[src/rtl/sync_fifo_param_pkg.sv]
// Shared types, default sizing and elaboration helpers for the single-clock FIFO family.
// Flags travel as one packed struct so the top registers them in a single step.
package sync_fifo_param_pkg;

  localparam int DEF_DATA_WIDTH = 8;
  localparam int DEF_DEPTH      = 16;

  typedef struct packed {
    logic full;
    logic empty;
    logic almost_full;
    logic almost_empty;
  } fifo_flags_t;

  localparam fifo_flags_t FLAGS_RESET = '{
    full:         1'b0,
    empty:        1'b1,
    almost_full:  1'b0,
    almost_empty: 1'b1
  };

  // Depth must be a power of two so the pointers can wrap without compare logic.
  function automatic bit thresh_ok(input int depth, input int afull, input int aempty);
    return (depth >= 4) && ((depth & (depth - 1)) == 0) &&
           (aempty < afull) && (afull <= depth);
  endfunction

  function automatic fifo_flags_t flags_from_count(input int cnt, input int depth,
                                                   input int afull, input int aempty);
    fifo_flags_t f;
    f.full         = (cnt == depth);
    f.empty        = (cnt == 0);
    f.almost_full  = (cnt >= afull);
    f.almost_empty = (cnt <= aempty);
    return f;
  endfunction

endpackage

[src/rtl/fifo_ram.sv]
// Storage array: registered write port, combinational read port, contents never reset.
// Zero read latency; no flow control of its own, the caller gates wr_en.
module fifo_ram
  import sync_fifo_param_pkg::*;
#(
  parameter  int DATA_WIDTH = DEF_DATA_WIDTH,
  parameter  int DEPTH      = DEF_DEPTH,
  localparam int ADDR_WIDTH = $clog2(DEPTH)
) (
  input  logic                  clk,
  input  logic                  wr_en,
  input  logic [ADDR_WIDTH-1:0] wr_addr,
  input  logic [DATA_WIDTH-1:0] wr_data,
  input  logic [ADDR_WIDTH-1:0] rd_addr,
  output logic [DATA_WIDTH-1:0] rd_data
);

  logic [DATA_WIDTH-1:0] mem [DEPTH];

  always_ff @(posedge clk) begin
    if (wr_en) begin
      mem[wr_addr] <= wr_data;
    end
  end

  assign rd_data = mem[rd_addr];

endmodule

[src/rtl/sync_fifo_param.sv]
// Single-clock parametrised FIFO with occupancy count, threshold flags and sticky errors.
// Standard mode: 1-cycle read latency; FWFT: head shown combinationally. Writes to full / reads from empty are dropped and flagged.
module sync_fifo_param
  import sync_fifo_param_pkg::*;
#(
  parameter  int DATA_WIDTH    = DEF_DATA_WIDTH,
  parameter  int DEPTH         = DEF_DEPTH,
  parameter  int AFULL_THRESH  = DEPTH - 2,
  parameter  int AEMPTY_THRESH = 2,
  parameter  int FWFT          = 0,
  localparam int ADDR_WIDTH    = $clog2(DEPTH)
) (
  input  logic                  clk,
  input  logic                  reset,
  input  logic                  wr_en,
  input  logic [DATA_WIDTH-1:0] wr_data,
  input  logic                  rd_en,
  output logic [DATA_WIDTH-1:0] rd_data,
  output logic                  rd_valid,
  output logic                  full,
  output logic                  empty,
  output logic                  almost_full,
  output logic                  almost_empty,
  output logic [ADDR_WIDTH:0]   count,
  output logic                  overflow,
  output logic                  underflow,
  input  logic                  clr_err
);

  generate
    if (!thresh_ok(DEPTH, AFULL_THRESH, AEMPTY_THRESH)) begin : g_bad_param
      $error("sync_fifo_param: need power-of-two DEPTH>=4 and AEMPTY_THRESH < AFULL_THRESH <= DEPTH");
    end
  endgenerate

  logic [ADDR_WIDTH-1:0] wr_ptr;
  logic [ADDR_WIDTH-1:0] rd_ptr;
  logic [ADDR_WIDTH:0]   count_next;
  logic [DATA_WIDTH-1:0] ram_rd_data;
  fifo_flags_t           flags_q;
  fifo_flags_t           flags_next;
  logic                  wr_acc;
  logic                  rd_acc;

  // Acceptance uses the registered flags, so a read on a full FIFO frees no room
  // for a write in the same cycle (and vice versa on empty).
  assign wr_acc = wr_en & ~flags_q.full;
  assign rd_acc = rd_en & ~flags_q.empty;

  always_comb begin
    count_next = count + {{ADDR_WIDTH{1'b0}}, wr_acc} - {{ADDR_WIDTH{1'b0}}, rd_acc};
  end

  assign flags_next = flags_from_count(int'(count_next), DEPTH, AFULL_THRESH, AEMPTY_THRESH);

  always_ff @(posedge clk) begin
    if (reset) begin
      wr_ptr    <= '0;
      rd_ptr    <= '0;
      count     <= '0;
      flags_q   <= FLAGS_RESET;
      overflow  <= 1'b0;
      underflow <= 1'b0;
    end else begin
      if (wr_acc) begin
        wr_ptr <= wr_ptr + ADDR_WIDTH'(1);
      end
      if (rd_acc) begin
        rd_ptr <= rd_ptr + ADDR_WIDTH'(1);
      end
      count   <= count_next;
      flags_q <= flags_next;
      // A new error in the same cycle as clr_err must not be lost.
      if (wr_en & flags_q.full) begin
        overflow <= 1'b1;
      end else if (clr_err) begin
        overflow <= 1'b0;
      end
      if (rd_en & flags_q.empty) begin
        underflow <= 1'b1;
      end else if (clr_err) begin
        underflow <= 1'b0;
      end
    end
  end

  assign full         = flags_q.full;
  assign empty        = flags_q.empty;
  assign almost_full  = flags_q.almost_full;
  assign almost_empty = flags_q.almost_empty;

  fifo_ram #(
    .DATA_WIDTH (DATA_WIDTH),
    .DEPTH      (DEPTH)
  ) u_ram (
    .clk     (clk),
    .wr_en   (wr_acc),
    .wr_addr (wr_ptr),
    .wr_data (wr_data),
    .rd_addr (rd_ptr),
    .rd_data (ram_rd_data)
  );

  generate
    if (FWFT != 0) begin : g_fwft
      // Masked while empty so stale RAM contents never appear on the bus.
      assign rd_data  = flags_q.empty ? '0 : ram_rd_data;
      assign rd_valid = ~flags_q.empty;
    end else begin : g_std
      always_ff @(posedge clk) begin
        if (reset) begin
          rd_data  <= '0;
          rd_valid <= 1'b0;
        end else begin
          rd_valid <= rd_acc;
          if (rd_acc) begin
            rd_data <= ram_rd_data;
          end
        end
      end
    end
  endgenerate

endmodule
[config.mk]
export PLATFORM = sky130hd
export DESIGN_NAME = sync_fifo_param
export DESIGN_NICKNAME = d
export VERILOG_FILES = /design/src/rtl/sync_fifo_param_pkg.sv /design/src/rtl/fifo_ram.sv /design/src/rtl/sync_fifo_param.sv
export SDC_FILE = /design/constraint.sdc
export NUM_CORES = 1
export LEC_CHECK = 0
export ABC_AREA = 1
export CAP_MARGIN = 10
export CORE_MARGIN = 2
export CORE_UTILIZATION = 40
export DETAILED_ROUTE_END_ITERATION = 10
export GPL_TIMING_DRIVEN = 0
export PLACE_DENSITY_LB_ADDON = 0.12
export SYNTH_ARGS = -nofsm -noshare
export SYNTH_HDL_FRONTEND = slang
export SYNTH_SLANG_ARGS = --single-unit
[constraint.sdc]
create_clock -name clk -period 2.7 [get_ports clk]
set_input_delay 0.675 -clock clk [delete_from_list [all_inputs] [get_ports clk]]
set_output_delay 0.675 -clock clk [all_outputs]
set_load 0.01 [all_outputs]
==> flow_summary.rst <==
.. list-table::
   :header-rows: 1

   * - Metric
     - Value
   * - Synthesized instance count
     - 597
   * - Average cell area after synthesis
     - 10.8 sq um
   * - Slew of the pin with the lowest slew margin
     - 0.947 ns
   * - Number of diodes added for antenna fixing
     - 0
   * - # port buffers
     - 31
   * - Number of global-route vias before repair
     - 4338
   * - Endpoints failing setup
     - 0
   * - Kind of launch point of the worst setup path
     - input pin
   * - Post-detailed-route via-to-cell ratio
     - 5.07
   * - Number of design-rule violations left by the first detailed-router iteration
     - 466
   * - Leading cell type in the layout, fill and taps excluded
     - nand2_1
   * - Final global-route overflow total
     - 0
   * - Floorplan die width
     - 131 um
   * - Area of the placeable core
     - 15800 sq um
   * - Post-layout instance area
     - 7730 sq um
   * - Synth Net Count
     - 621
   * - Overall track demand over capacity in global routing
     - 0.192
   * - Pin count of the biggest net entering global routing
     - 17
   * - Number of synthesis warnings
     - 0
   * - Remaining design rule violation count
     - 0
   * - IO Pins
     - 33
   * - Count of final max-slew check failures
     - 0
   * - Vias
     - 4453
   * - Placed cell areas
     - 7050 sq um
   * - Smallest hold slack
     - 0.472 ns
   * - Final worst slack
     - 0.0945 ns
   * - Die Outline Area
     - 17200 sq um
   * - Worst-skew pair later-pin latency
     - 0.42 ns
   * - Fin. Hold Viols
     - 0
   * - Share of the cycle needed by the critical path after routing
     - 0.965
   * - Commonest cells after routing, fill and taps aside
     - nand2_1, edfxtp_1, nand3_1, nor2_1, clkdlybuf4s50_1
   * - Post-synthesis sequential area ratio
     - 0.681
   * - Post-Place Worst Slack
     - -0.628 ns
   * - Top cell type's share of synthesized area
     - 0.595
   * - Final standard cell utilization of the core
     - 0.489
   * - Kind of critical path
     - input pin to flip-flop
   * - Clk network pwr share
     - 0.343
   * - Area of the mapped netlist
     - 6460 sq um
   * - Routed wire per std cell
     - 18.1 um
   * - Clk Tree Root Cell
     - clkbuf_16
   * - # rows
     - 46
   * - Hold Crit Class
     - flip-flop to flip-flop
   * - Worst clock skew on the final layout
     - 0.00744 ns
   * - Largest area contributor in the netlist
     - edfxtp_1
   * - Maximum count of clock buffers along a single path
     - 2
   * - Placer's final routability congestion estimate
     - 0.871
   * - Area growth, synth to finish
     - 19.6%
   * - Run status
     - complete, no violations
   * - Fraction of final layout cells sized beyond drive strength 1
     - 0.118
   * - Internal power summed over all cells
     - 5.01 mW
   * - NumNets Final
     - 673
   * - Estimated wirelength of the detail-placed design
     - 10800 um
   * - Share of total power in sequential cells
     - 0.399
   * - Crit end category
     - flip-flop
   * - Post-synth cell types
     - 22
   * - Net Sw Frac
     - 0.302
   * - Number of buffers created by CTS
     - 17
   * - Post-layout power
     - 7.18 mW
   * - VDD IR max
     - 0.499 mV
   * - Remaining antenna violation count after routing
     - 0
   * - Leakage
     - 2.95 nW
   * - Register clock-pin slew on the reported worst setup and hold paths
     - 0.06 ns
   * - Flip-flop and latch count after synthesis
     - 156
   * - First-pass iteration count of the detailed router
     - 5
   * - Clock tree from TritonCTS
     - built
   * - Worst endpoint data arrival time
     - 2.96 ns
   * - Total number of H-tree levels
     - 4
   * - Number of antenna violations at the first check in global routing
     - 0
   * - Worst max-slew margin expressed relative to the limit
     - 0.367
   * - Max-cap violation count
     - 0
   * - First-pass GRT wire length
     - 24500 um
   * - WL final
     - 15900 um
   * - Cell types with the largest area share after synthesis
     - edfxtp_1, nand2_1, dfxtp_1, nand3_1, nor2_1
   * - Highest Clock Rate
     - 0.384 GHz
   * - Part of the power in combinational logic
     - 0.258
   * - Switching power of the nets
     - 2.17 mW
   * - Total power divided by cell area
     - 928 nW/um^2
   * - CP required
     - 3.05 ns
   * - # clock sinks
     - 156
   * - Initial Util
     - 0.408
   * - Final worst path period need
     - 2.61 ns
   * - Chip height
     - 131 um
   * - Top fanout value on the critical path
     - 4
[critical path, cell delays in order]
cell             delay, ns
clkdlybuf4s50_1       0.50
inv_2                 0.04
nor2_2                0.12
buf_4                 0.15
ha_1                  0.22
inv_1                 0.06
ha_2                  0.19
fa_2                  0.48
nor3_2                0.21
nand2_2               0.11
a21oi_2               0.18
[state kept, by name (all words and copies together) (netlist names)]
name,cells
count,5
full,1
rd_data,8
almost_full,1
rd_ptr,4
empty,1
underflow,1
rd_valid,1
u_ram.mem,128
wr_ptr,4
overflow,1
almost_empty,1
[through the flow]
step                instances  TNS (ns)
finish                    878         0
global route              878   -0.0339
CTS                       878         0
detailed placement        844     -4.32
global placement          844     -3.09
floorplan                 597         0
[worst paths after layout]
| path | to | slack [ns] | start | cells past startpoint |
|---|---|---|---|---|
| worst max-delay path | empty$_SDFF_PP1_ | 0.09 | rd_en | 11 |
| worst min-delay path | overflow$_SDFFE_PP0P_ | 0.47 | overflow$_SDFFE_PP0P_ | 2 |
| worst max register to register | almost_full$_SDFF_PP0_ | 0.49 | empty$_SDFF_PP1_ | 12 |
| worst min register to register | overflow$_SDFFE_PP0P_ | 0.47 | overflow$_SDFFE_PP0P_ | 2 |
[kinds of logic after synthesis]
group,count (synthesis),share of synthesized area
simple gates,349,0.225
flops,156,0.681
buf+inv,60,0.0523
compound gates,17,0.0132
fa+ha+maj,11,0.0225
xor+xnor,4,0.00542
[synth_stat cells, drive strengths merged]
cell / count
nand2: 192
edfxtp: 128
nand3: 109
nor2: 43
inv: 31
dfxtp: 28
buf: 26
a21oi: 14
ha: 10
clkbuf: 3
nor3: 3
o21ai: 3
xnor2: 3
nor4: 2
fa: 1
xor2: 1
[power groups by stage]
stage | registers [mW] | clock network, mW | logic, mW
2_1_floorplan | 2.94 | 0 | 1.05
3_3_place_gp | 2.90 | 0 | 1.70
3_5_place_dp | 2.91 | 0 | 1.72
4_1_cts | 2.86 | 2.49 | 1.75
5_1_grt | 2.88 | 2.60 | 2.06
6_report | 2.86 | 2.46 | 1.85
[layout make-up]
cell class                 count  area [sq um]
fill                        1449          8090
timing repair buffer          33           328
tap                          216           270
multi-input combinational    381          1770
inverter                      31           119
sequential                   156          4400
clock inverter                 8          70.1
buffer                        29           221
clock buffer                  24           547
[timing repair]
item / CTS / global route
setup buffers: 2 / 0
cloned: 0 / 0
endpoints found under the setup margin: 5 / 5
pin swaps: 2 / 5
hold buffers: 0 / 0
resized for setup: 3 / 13
[metal layers]
layer  vias to the layer above  GRT usage  wire length (um)
met5                         -          0                 0
met4                         0     0.0737               341
met3                        23     0.0405               642
met2                       108      0.310              7710
met1                      2190      0.257              7190
li1                       2132          -                 -
Note: power is estimated with default switching activity, not from simulation.
